<file path="config.mk">
export PLATFORM = sky130hd
export DESIGN_NAME = olivia_fetch_queue
export DESIGN_NICKNAME = d
export VERILOG_FILES = /design/src/rtl/olivia_fetch_queue.sv
export SDC_FILE = /design/constraint.sdc
export NUM_CORES = 1
export LEC_CHECK = 0
export CAP_MARGIN = 5
export CORE_UTILIZATION = 30
export DETAILED_ROUTE_END_ITERATION = 6
export PLACE_DENSITY_LB_ADDON = 0.1
export REMOVE_ABC_BUFFERS = 1
export SLEW_MARGIN = 10
export SYNTH_ARGS = -nofsm -noshare
export SYNTH_HDL_FRONTEND = slang
export SYNTH_SLANG_ARGS = --single-unit
</file>
<file path="constraint.sdc">
create_clock -name CLK -period 5 [get_ports CLK]
set_input_delay 1.25 -clock CLK [delete_from_list [all_inputs] [get_ports CLK]]
set_output_delay 1.25 -clock CLK [all_outputs]
set_load 0.005 [all_outputs]
</file>
<file path="src/rtl/olivia_fetch_queue.sv">
`default_nettype none
// olivia_fetch_queue: LEGv8 fetch front end with a DEPTH-entry prefetch queue,
// credit-limited in-order imem requests and redirect flush.  Rev 1.0
module olivia_fetch_queue #(
  parameter int                ADDR_W   = 64,
  parameter int                INSTR_W  = 32,
  parameter int                DEPTH    = 4,
  parameter logic [ADDR_W-1:0] RESET_PC = '0
) (
  input  logic                     CLK,
  input  logic                     RST,
  output logic                     imem_req_valid,
  input  logic                     imem_req_ready,
  output logic [ADDR_W-1:0]        imem_req_addr,
  input  logic                     imem_rsp_valid,
  input  logic [INSTR_W-1:0]       imem_rsp_data,
  input  logic                     redirect_valid,
  input  logic [ADDR_W-1:0]        redirect_pc,
  output logic                     out_valid,
  input  logic                     out_ready,
  output logic [INSTR_W-1:0]       out_instr,
  output logic [ADDR_W-1:0]        out_pc,
  output logic [$clog2(DEPTH):0]   out_level
);
  localparam int PTR_W = $clog2(DEPTH);
  localparam int CNT_W = PTR_W + 1;
  localparam logic [CNT_W:0] DEPTH_C = (CNT_W+1)'(DEPTH);

  logic [ADDR_W-1:0]  fetch_pc;
  logic [ADDR_W-1:0]  rsp_pc;
  logic [CNT_W-1:0]   count;
  logic [CNT_W-1:0]   inflight;
  logic [CNT_W-1:0]   drop_cnt;
  logic [PTR_W-1:0]   rd_ptr;
  logic [PTR_W-1:0]   wr_ptr;
  logic [INSTR_W-1:0] instr_mem [DEPTH];
  logic [ADDR_W-1:0]  pc_mem    [DEPTH];

  logic [CNT_W:0]     credit_used;
  logic               req_fire;
  logic               rsp_take;
  logic               push;
  logic               drop;
  logic               pop;
  logic [ADDR_W-1:0]  redirect_base;
  logic [CNT_W-1:0]   inflight_after_rsp;

  // Queued entries plus outstanding requests never exceed DEPTH, so a kept
  // response always finds a free slot.
  assign credit_used    = {1'b0, count} + {1'b0, inflight};
  assign imem_req_valid = RST && !redirect_valid && (credit_used < DEPTH_C);
  assign imem_req_addr  = fetch_pc;
  assign req_fire       = imem_req_valid && imem_req_ready;

  // A response with nothing outstanding is a protocol error and is ignored.
  assign rsp_take           = imem_rsp_valid && (inflight != '0);
  assign push               = rsp_take && !redirect_valid && (drop_cnt == '0);
  assign drop               = rsp_take && !redirect_valid && (drop_cnt != '0);
  assign inflight_after_rsp = inflight - CNT_W'(rsp_take);
  assign redirect_base      = redirect_pc & ~ADDR_W'(3);

  assign out_valid = RST && (count != '0);
  assign pop       = out_valid && out_ready;
  assign out_level = RST ? count : '0;
  assign out_instr = instr_mem[rd_ptr];
  assign out_pc    = pc_mem[rd_ptr];

  always_ff @(posedge CLK) begin
    if (!RST) begin
      fetch_pc <= RESET_PC;
      rsp_pc   <= RESET_PC;
      count    <= '0;
      inflight <= '0;
      drop_cnt <= '0;
      rd_ptr   <= '0;
      wr_ptr   <= '0;
    end else if (redirect_valid) begin
      // Everything still outstanding belongs to the old stream.
      fetch_pc <= redirect_base;
      rsp_pc   <= redirect_base;
      count    <= '0;
      rd_ptr   <= '0;
      wr_ptr   <= '0;
      inflight <= inflight_after_rsp;
      drop_cnt <= inflight_after_rsp;
    end else begin
      if (req_fire) fetch_pc <= fetch_pc + ADDR_W'(4);
      inflight <= inflight_after_rsp + CNT_W'(req_fire);
      if (drop) drop_cnt <= drop_cnt - CNT_W'(1);
      if (push) begin
        rsp_pc <= rsp_pc + ADDR_W'(4);
        wr_ptr <= wr_ptr + PTR_W'(1);
      end
      if (pop) rd_ptr <= rd_ptr + PTR_W'(1);
      count <= count + CNT_W'(push) - CNT_W'(pop);
    end
  end

  always_ff @(posedge CLK) begin
    if (RST && push) begin
      instr_mem[wr_ptr] <= imem_rsp_data;
      pc_mem[wr_ptr]    <= rsp_pc;
    end
  end

  always_ff @(posedge CLK) begin
    if (RST && imem_rsp_valid) assert (inflight != '0);
  end

endmodule
`default_nettype wire

</file>
Word-level counts from Yosys, hierarchy flattened

Memories as Yosys holds them, arrays and structs flattened. A register that Yosys moved wholly into a read port is not among the register bits.
Cells that the tools add are included.

Flip-flop bits (word level): 141
Bits in writable memories: 384
Input bits: 102
Output and inout port bits: 165
Word-level logic and storage cells: 56
Memories kept: 2

Add/subtract/negate cells: 10
Order comparisons: 1
Multiplexer cells: 14
Bitwise logic cells: 1
Reductions and logical operators: 19

Memory list:

| name      | words | width | read ports | clocked after Yosys merged registers in | write ports | line | source |
|---|---|---|---|---|---|---|---|
| pc_mem    | 4     | 64    | 1          | 1                                       | 1           | 37   | `logic [ADDR_W-1:0] pc_mem [DEPTH];` |
| instr_mem | 4     | 32    | 1          | 1                                       | 1           | 36   | `logic [INSTR_W-1:0] instr_mem [DEPTH];` |

Operators with widths:

| cell                                                                          | count |
|---|---|
| 64-bit 2-to-1 mux                                                             | 4 |
| 64-bit by 3-bit adder with 64-bit output (second input constant)              | 2 |
| 3-bit 2-to-1 mux                                                              | 4 |
| 1-bit logical AND                                                             | 10 |
| 3-bit nonzero test                                                            | 3 |
| 2-bit 2-to-1 mux                                                              | 4 |
| 3-bit by 1-bit adder with 3-bit output                                        | 2 |
| 2-bit nonzero test                                                            | 3 |
| 3-bit by 1-bit subtractor with 3-bit output                                   | 2 |
| 2-bit by 1-bit adder with 2-bit output (second input constant)                | 2 |
| 3-bit by 3-bit adder with 4-bit output                                        | 1 |
| 4-bit by 3-bit less-than comparator with 1-bit output (second input constant) | 1 |
| 3-bit logical NOT                                                             | 1 |
| 3-bit by 1-bit subtractor with 3-bit output (second input constant)           | 1 |
| 1-bit 2-to-1 mux                                                              | 2 |
| 2-bit OR reduction                                                            | 1 |
| 1-bit logical NOT                                                             | 1 |
| 1-bit NOT                                                                     | 1 |

Logic depth before layout (Yosys ltp)

Gate-level depths: netlist (run 1).

Depth in word-level cells: 7
Mapped depth: 12
Mapped depth without buffers: 12

Worst setup path before layout (run 1)

No wires, ideal clock.

Kind: input port to flip-flop
Start point: in RST
End point: mem instr_mem[0][0], enable pin
Library setup time: 464 ps
Data arrival time: 4192 ps
Data required time: 4536 ps
Slack: 344 ps
Cell stages on the path: 4
Path buffers: 2
Cells stage by stage: clkbuf_1 -> nor2b_1 -> clkbuf_1 -> and3_1

Cells in the longest elaborated chain, start to end: 3

RTL lines:

| what                                   | line | source |
|---|---|---|
| start: declaration                     | 11   | `input logic RST,` |
| 1-bit logical AND                      | 100  | `if (RST && push) begin` |
| 1-bit 2-to-1 mux                       | 100  |  |
| 1-bit 2-to-1 mux (not written as such) | 101  | `instr_mem[wr_ptr] <= imem_rsp_data;` |
| end: declaration                       | 36   |  |

Every way passes these cells.

==> results of run 1 <==
## logic make-up (layout without fill, tap and decap cells)
family | count (synthesis) | after routing | share of synthesized area
xor gates and xnor gates | 87 | 87 | 0.0355
buffers and inverters | 106 | 422 | 0.0193
and+or+nand+nor | 436 | 436 | 0.108
adders and majority gates | 17 | 17 | 0.0103
muxes | 99 | 99 | 0.101
AOI/OAI and AO/OA | 253 | 253 | 0.0704
DFF | 515 | 515 | 0.655
other | 1 | 5 | 0.000175
## layout make-up
cell class | instances | area (um2) | share of cell area
diodes | 1 | 2.50 | 0.0000924
clock buffers | 74 | 1490 | 0.0550
clock inverters | 27 | 196 | 0.00725
inverters | 22 | 85.1 | 0.00314
multi-input cells | 896 | 7020 | 0.259
flip-flops and latches | 515 | 14100 | 0.520
well taps | 940 | 1180 | 0.0434
repair buffers | 299 | 3040 | 0.112
## critical path: stages, from the launching register on
cell and delay, ps:
dfxtp_4 790, buf_4 390, mux4_2 520, clkdlybuf4s50_1 490
## metrics by stage
step	cells	total power (uW)	cell area (um2)
after floorplan	1433	5390	21200
after global placement	2672	5930	25400
after detailed placement	2672	5950	25400
after CTS	2773	9900	27100
after global routing	2773	10100	27100
final	2774	9750	27100
## layer usage
metal  vias to the layer above  part of all wire
met5                         -           0.00037
met4                         4             0.023
met3                        93             0.048
met2                       393              0.47
met1                      7161              0.46
li1                       6471                 -
## synth_stat cells, types with 19 or more instances
cell,count
a21oi_1,81
and2_1,27
and3_1,29
and4_1,19
clkbuf_1,65
dfxtp_1,139
edfxtp_1,376
inv_1,22
mux4_2,94
nand2_1,96
nand3_1,58
nand4_1,52
nor2_1,67
nor3_1,27
nor4_1,30
o21ai_0,81
xnor2_1,48
xor2_1,39
## flip-flops by register name (all words and copies together) (netlist names), 3 cells and up, named ones only
register and count:
pc_mem 248, imem_req_addr 62, drop_cnt 3, inflight 3, count 3, rsp_pc 62, instr_mem 128
## cells in the final DEF (no fill, tap or decap), types with 16 or more instances in the layout
cell	count
nand2_1	96
nor3_1	27
clkbuf_1	17
edfxtp_1	376
and4_1	19
nor4_1	30
and3_1	25
buf_4	27
o21ai_0	81
clkdlybuf4s50_1	258
nand3_1	58
xor2_1	39
and2_1	27
clkbuf_16	57
xnor2_1	48
nor2_1	67
nand4_1	52
a21oi_1	81
inv_1	21
mux4_2	94
dfxtp_1	137
ha_1	16
## where the power goes
group	total, uW	switching [uW]	internal [uW]	leakage, uW
clock	3900	1680	2230	0.000825
combinational	925	474	451	0.00318
sequential	4920	176	4750	0.00457
total	9750	2330	7430	0.00858
## worst max-delay path by stage
| stage | depth (start not counted) | slack [ps] | endpoint | from |
|---|---|---|---|---|
| 6_report | 3 | 930 | out_pc[41] | register |
| 5_1_grt | 3 | 730 | out_pc[41] | register |
| 4_1_cts | 3 | 780 | out_pc[41] | register |
| 3_5_place_dp | 5 | 1190 | instr_mem[3][13] | imem_rsp_valid |
| 3_3_place_gp | 5 | 1180 | instr_mem[3][10] | imem_rsp_valid |
| 2_1_floorplan | 1 | -840 | out_instr[0] | register |
==> summary.md, run 1 <==
| Metric | Value |
|---|---|
| R2r setup slk | `1490 ps` |
| Most area-hungry cell type in the Yosys netlist | `edfxtp_1` |
| Post-synth EDFFs | `376` |
| Yosys top cell area share | `0.526` |
| Initial core utilization | `0.305` |
| Met3 track demand over resource | `0.0328` |
| Setup Viol. Count Final | `0` |
| Remaining Overflow, GRT | `0` |
| DR vias/cell | `5.09` |
| Die area | `0.0727 mm2` |
| RSZ-0062 raised after global routing | `no` |
| Netlist cell types | `66` |
| P_leak | `0.00858 uW` |
| Largest net degree at the start of global routing | `80` |
| Mapped Cells | `1,514` |
| Syn. warnings | `0` |
| GRT met2 Usage | `0.294` |
| Reg-to-Reg Start | `imem_req_addr[13]` |
| Die width | `270 um` |
| Worst Hold End | `wr_ptr[1]` |
| DRC Markers | `0` |
| Initial antenna violation count | `2` |
| Fmax | `246 MHz` |
| Die Ht | `270 um` |
| CTS Root Cell | `clkbuf_16` |
| Fin nets | `1,908` |
| Postcts setup bufs | `0` |
| Clock Latency Late Sink | `600 ps` |
| Post-cts sizing count | `0` |
| PortBufs | `260` |
| Final hold violation count | `0` |
| FFs w/ async S/R, synth | `0` |
| Final setup TNS | `0 ps` |
| Antenna Nets Post-Route | `0` |
| Worst r2r dst | `imem_req_addr[46]` |
| Htree depth | `2` |
| Final period util | `0.814` |
| Reg clk slew, reported paths | `60 ps` |
| Ranking of synthesized cells by area | `edfxtp_1 53%, dfxtp_1 13%, mux4_2 9.9%, xnor2_1 2.0%, a21oi_1 1.9%` |
| Ports | `267` |
| Vias in the first global route | `14,300` |
| WS Path Type | `reg2out` |
| Number of cell rows | `97` |
| Pwr dens | `360 mW/mm2` |
| Filler instances | `6,741` |
| Min Tclk post-route | `4070 ps` |
| DP HPWL | `45,400 um` |
| HP Start | `wr_ptr[1]` |
| Setup slack at placement | `1190 ps` |
| Outcome | `finished clean` |
| Setup crit start kind | `register` |
| Cts-stage hold buffer count | `0` |
| Via count | `14,100` |
| Crit Path Max Fanout | `28` |
| Skew final | `15.4 ps` |
| Sequential area share after synthesis | `0.655` |
| Routed WL | `66,900 um` |
| Worst-Margin Slew | `1380 ps` |
| Worst slew margin | `0.0701` |
| Hold crit path type | `reg2reg` |
| WL/cell | `24.1 um` |
| Syn Area/Cell | `14.2 um2` |
| Hold Crit Depth | `2` |
| Clock sinks | `515` |
| Endpoint type of the worst setup path | `output port` |
| Max_cap viols | `0` |
| Pins Over Slew Limit | `0` |
| Global-route wire length before repair | `98,400 um` |
| Detailed Route Iter0 Violations | `1,081` |
| Top FF cell, synth | `edfxtp_1` |
| Initial DRT Pass Iterations | `5` |
| Met1 Use GR | `0.251` |
| Gr busiest metal | `met2` |
| CP arrival | `2820 ps` |
| Setup WS post-layout | `929 ps` |
| Max clock buf depth | `3` |
| Share of cells above drive strength 1 | `0.123` |
| R2r worst-path depth | `6` |
| Utilization after layout | `0.385` |
| Inserted Clock Buffers | `55` |
| Total track usage | `0.182` |
| Synth-to-layout area growth | `26.1%` |
| Data required time of the worst path | `3750 ps` |
| Total core area | `0.0704 mm2` |
| Synth Register Bits | `515` |
| Placer congestion estimate | `0.845` |
| Cell area after synthesis | `0.0215 mm2` |
| VDD IR max | `0.000261 V` |
| Hold WS | `500 ps` |
| CTS tree | `yes` |
Power figures use the tool's default switching activity.
==> inputs of run 2 (changes only) <==
Clock period 5 ns to 4.1 ns, I/O delays scaled along.
==> summary.md, run 2 (synthesized netlist as in run 1, its figures left out) <==
| Metric | Value |
|---|---|
| Remaining Overflow, GRT | `0 (unchanged)` |
| Most flops, register | `pc_mem` |
| WL/cell | `24.1 um (-0.11%)` |
| Hold crit path type | `reg2reg` |
| Worst r2r dst | `imem_req_addr[51]` |
| Reg-to-Reg Start | `imem_req_addr[7]` |
| Clock Latency Late Sink | `620 ps (+20 ps)` |
| R2r setup slk | `1050 ps (-440 ps)` |
| Final hold violation count | `0 (unchanged)` |
| R2r worst-path depth | `6 (unchanged)` |
| Largest net degree at the start of global routing | `47 (-41%)` |
| Postcts setup bufs | `0 (unchanged)` |
| Global-route wire length before repair | `99,000 um (+0.64%)` |
| DR vias/cell | `5.12 (+0.52%)` |
| Fin nets | `1,930 (+1.2%)` |
| Max_cap viols | `0 (unchanged)` |
| Detailed Route Iter0 Violations | `1,259 (+16%)` |
| Initial DRT Pass Iterations | `6 (+1)` |
| Endpoint type of the worst setup path | `output port` |
| WS Path Type | `reg2out` |
| Setup WS post-layout | `302 ps (-627 ps)` |
| Post-cts sizing count | `0 (unchanged)` |
| VDD IR max | `0.000263 V (+0.87%)` |
| Hold WS | `500 ps (+0.167 ps)` |
| Htree depth | `2 (unchanged)` |
| Vias in the first global route | `14,400 (+0.55%)` |
| Worst slew margin | `0.315 (+0.245)` |
| Die Ht | `270 um (unchanged)` |
| Commonest non-fill, non-tap cells in the layout | `376 x edfxtp_1, 258 x clkdlybuf4s50_1, 137 x dfxtp_1, 96 x nand2_1, 94 x mux4_2` |
| DP HPWL | `46,700 um (+2.8%)` |
| Total track usage | `0.183 (+0.00152)` |
| RSZ-0062 raised after global routing | `no` |
| Synth-to-layout area growth | `27.9%` |
| Commonest non-fill, non-tap cell in the layout | `edfxtp_1` |
| Clock sinks | `515 (unchanged)` |
| Die width | `270 um (unchanged)` |
| Inserted Clock Buffers | `57 (+3.6%)` |
| P_leak | `0.00877 uW (+2.2%)` |
| Die area | `0.0727 mm2 (unchanged)` |
| CP arrival | `2770 ps (-50 ps)` |
| Via count | `14,300 (+1.3%)` |
| Placer congestion estimate | `0.852 (+0.77%)` |
| Crit Path Max Fanout | `24 (-14%)` |
| Fmax | `263 MHz` |
| Reg clk slew, reported paths | `60 ps (about the same)` |
| Initial core utilization | `0.305 (unchanged)` |
| Antenna Nets Post-Route | `0 (unchanged)` |
| Worst-Margin Slew | `1020 ps (-358 ps)` |
| CTS tree | `yes` |
| Skew final | `15.0 ps (-0.337 ps)` |
| Pwr dens | `449 mW/mm2 (+25%)` |
| Worst setup endpoint | `out_pc[10]` |
| Antenna diodes | `0 (-1)` |
| Ports | `267 (unchanged)` |
| Cts-stage hold buffer count | `0 (unchanged)` |
| CTS Root Cell | `clkbuf_16` |
| Pins Over Slew Limit | `0 (unchanged)` |
| Setup Viol. Count Final | `0 (unchanged)` |
| DRC Markers | `0 (unchanged)` |
| Final period util | `0.926` |
| Top flop regs | `pc_mem (248), instr_mem (128)` |
| PortBufs | `260 (unchanged)` |
| Setup crit start kind | `register` |
| Number of cell rows | `97 (unchanged)` |
| Max reg flops | `248 (unchanged)` |
| Setup slack at placement | `644 ps (-544 ps)` |
| Total core area | `0.0704 mm2 (unchanged)` |
| Min Tclk post-route | `3800 ps` |
| Routed WL | `67,400 um (+0.68%)` |
| Share of cells above drive strength 1 | `0.137 (+0.0146)` |
| Initial antenna violation count | `0 (-2)` |
| Max clock buf depth | `3 (unchanged)` |
| HP Start | `wr_ptr[1]` |
| Outcome | `finished clean` |
| Data required time of the worst path | `3070 ps (-680 ps)` |
[run 2: cell count changes in the layout (fill, tap and decap cells not counted), moves of 3 or more]
| cell | delta |
|---|---|
| buf_4 | +17 |
| clkinv_1 | -3 |
| buf_12 | +3 |
| bufinv_16 | +4 |
| clkbuf_1 | -4 |
[run 2: worst min-delay path by stage]
stage / endpoint / slack, ps / depth (start not counted)
after global placement: wr_ptr[1] / 480 / 2
after detailed placement: wr_ptr[1] / 490 / 2
after global routing: imem_req_addr[28] / 540 / 2
after floorplan: wr_ptr[1] / 470 / 2
final: wr_ptr[1] / 500 / 2
after CTS: wr_ptr[1] / 500 / 2
[run 2: layer usage]
layer  wire, um  track usage  part of all wire  vias to the layer above
li1           -            -                 -                     6518
met1      30800        0.258              0.46                     7272
met2      31700        0.294              0.47                      435
met3       3580       0.0305             0.053                       83
met4       1360       0.0450             0.020                        0
met5          0            0                 0                        -
[run 2: layout make-up]
class                   count  area [um2]
clock buffers              74        1550
clock inverters            30         328
fillers                  6708       42900
inverters                  22        85.1
multi-input cells         896        7020
flip-flops and latches    515       14100
well taps                 940        1180
repair buffers            319        3220
[run 2: worst max-delay path: stages (launching register included)]
cell and delay, ps:
dfxtp_4 810, buf_4 310, mux4_2 550, clkdlybuf4s50_1 470
[run 2: per-stage QoR]
step           std cells  setup TNS (ps)  power, uW  utilization  area (um2)
2_1_floorplan       1433         -210390       6570            -       21200
3_3_place_gp        2692               0       7260        0.364       25600
3_5_place_dp        2692               0       7270        0.364       25600
4_1_cts             2796               0      12500        0.390       27500
5_1_grt             2796               0      12800        0.390       27500
6_report            2796               0      12300        0.390       27500
[run 2: power breakdown]
| part | total, uW | internal [uW] | switching (uW) |
|---|---|---|---|
| sequential | 6010 | 5790 | 217 |
| clock | 5190 | 3090 | 2100 |
| combinational | 1150 | 559 | 591 |
==> inputs of run 3 (changes only) <==
Settings changed: CORE_MARGIN from default to 2.
==> summary.md, run 3 (synthesized netlist as in run 1, its figures left out) <==
| Metric | Value |
|---|---|
| Top flop regs | `pc_mem (248), instr_mem (128)` |
| Total core area | `0.0712 mm2 (+1.2%)` |
| Die area | `0.0738 mm2 (+1.5%)` |
| Reg-to-Reg Start | `inflight[2]` |
| P_leak | `0.00872 uW (-0.52%)` |
| RSZ-0062 raised after global routing | `no` |
| Synth-to-layout area growth | `27.6%` |
| Fin nets | `1,917 (-0.67%)` |
| Routed WL | `66,800 um (-0.83%)` |
| Most flops, register | `pc_mem` |
| CP arrival | `2610 ps (-160 ps)` |
| Setup WS post-layout | `470 ps (+167 ps)` |
| Reg clk slew, reported paths | `60 ps (about the same)` |
| Max clock buf depth | `3 (unchanged)` |
| DR vias/cell | `5.10 (-0.42%)` |
| Endpoint type of the worst setup path | `output port` |
| Htree depth | `2 (unchanged)` |
| Final period util | `0.885 (-0.0408)` |
| Worst-Margin Slew | `1180 ps (+153 ps)` |
| Crit Path Max Fanout | `59 (+150%)` |
| Die width | `272 um (+0.74%)` |
| Pins Over Slew Limit | `0 (unchanged)` |
| VDD IR max | `0.000304 V (+16%)` |
| Non-filler instance count after layout | `2,796 (unchanged)` |
| Min Tclk post-route | `3630 ps (-167 ps)` |
| Die Ht | `272 um (+0.74%)` |
| Worst setup endpoint | `out_pc[38]` |
| Final hold violation count | `0 (unchanged)` |
| WS Path Type | `reg2out` |
| DRC Markers | `0 (unchanged)` |
| Number of cell rows | `98 (+1.0%)` |
| Initial antenna violation count | `1 (+1)` |
| Final setup TNS | `0 ps (unchanged)` |
| Via count | `14,200 (-0.42%)` |
| Vias in the first global route | `14,300 (-0.67%)` |
| Cts-stage hold buffer count | `0 (unchanged)` |
| Placer congestion estimate | `0.846 (-0.65%)` |
| Antenna Nets Post-Route | `0 (unchanged)` |
| Detailed Route Iter0 Violations | `1,125 (-11%)` |
| CTS Root Cell | `clkbuf_16` |
| R2r setup slk | `990 ps (-60 ps)` |
| Pwr dens | `456 mW/mm2 (+1.4%)` |
| Clock sinks | `515 (unchanged)` |
| Post-cts sizing count | `0 (unchanged)` |
| Setup Viol. Count Final | `0 (unchanged)` |
| Setup crit start kind | `register` |
| Commonest non-fill, non-tap cells in the layout | `376 x edfxtp_1, 258 x clkdlybuf4s50_1, 137 x dfxtp_1, 96 x nand2_1, 94 x mux4_2` |
| Total track usage | `0.178 (-0.00504)` |
| Postcts setup bufs | `0 (unchanged)` |
| Global-route wire length before repair | `97,000 um (-2.0%)` |
| Worst slew margin | `0.212 (-0.103)` |
| Largest net degree at the start of global routing | `68 (+45%)` |
| Worst r2r dst | `imem_req_addr[21]` |
| Remaining Overflow, GRT | `0 (unchanged)` |
| CTS tree | `yes` |
| Antenna diodes | `0 (unchanged)` |
| Outcome | `finished clean` |
| R2r worst-path depth | `8 (+2)` |
| Clock Latency Late Sink | `620 ps (about the same)` |
| WL/cell | `23.9 um (-0.83%)` |
| Skew final | `21.6 ps (+6.52 ps)` |
| Ports | `267 (unchanged)` |
| Dpl cells | `2,688 (-0.15%)` |
| Initial core utilization | `0.302 (-0.00363)` |
| DP HPWL | `45,400 um (-2.8%)` |
| Max_cap viols | `0 (unchanged)` |
| Hold WS | `509 ps (+8.71 ps)` |
| Data required time of the worst path | `3070 ps (about the same)` |
| Fmax | `275 MHz (+4.6%)` |
| Utilization after layout | `0.385 (-0.00547)` |
| Max reg flops | `248 (unchanged)` |
| Share of cells above drive strength 1 | `0.132 (-0.00576)` |
| Commonest non-fill, non-tap cell in the layout | `edfxtp_1` |
| Hold crit path type | `reg2reg` |
| PortBufs | `260 (unchanged)` |
| Inserted Clock Buffers | `58 (+1.8%)` |
| Setup slack at placement | `520 ps (-124 ps)` |
| Initial DRT Pass Iterations | `5 (-1)` |
## run 3: cell types whose count changed in the layout (fill, tap and decap cells not counted), sizes merged
cell | previous run | this run
buf | 61 | 47
clkinv | 19 | 23
clkbuf | 74 | 71
bufinv | 7 | 9
inv | 23 | 25
clkinvlp | 3 | 2
## run 3: worst max-delay path, stage by stage (launching register included)
cell	delay, ps
dfxtp_4	370
buf_12	390
mux4_2	580
clkdlybuf4s50_1	540
## run 3: cell type report
type	instances	area, um2
Clock buffer	71	1520
Clock inverter	37	418
Fill cell	6769	43800
Inverter	22	85.1
Multi-Input combinational cell	896	7020
Sequential cell	515	14100
Tap cell	950	1190
Timing Repair Buffer	305	3090
## run 3: how the worst min path moves through the flow
stage	cells after the start	slack (ps)	from	to
2_1_floorplan	2	470	wr_ptr[1]	wr_ptr[1]
3_3_place_gp	2	490	wr_ptr[1]	wr_ptr[1]
3_5_place_dp	2	500	wr_ptr[1]	wr_ptr[1]
4_1_cts	2	500	wr_ptr[1]	wr_ptr[1]
5_1_grt	2	560	wr_ptr[1]	wr_ptr[1]
6_report	2	510	wr_ptr[1]	wr_ptr[1]
## run 3: per-layer routing
metal | part of all wire | track usage
met3 | 0.058 | 0.0386
met4 | 0.029 | 0.0562
met2 | 0.46 | 0.279
met5 | 0.00019 | 0
met1 | 0.46 | 0.248
## run 3: metrics by stage
stage	cell area [um2]	power, uW
2_1_floorplan	21200	6570
3_3_place_gp	25500	7260
3_5_place_dp	25500	7270
4_1_cts	27400	12700
5_1_grt	27400	13000
6_report	27400	12500
## run 3: power breakdown
group | total [uW] | internal, uW | switching, uW
Sequential | 6010 | 5790 | 219
Combinational | 1150 | 561 | 586
Clock | 5330 | 3190 | 2140
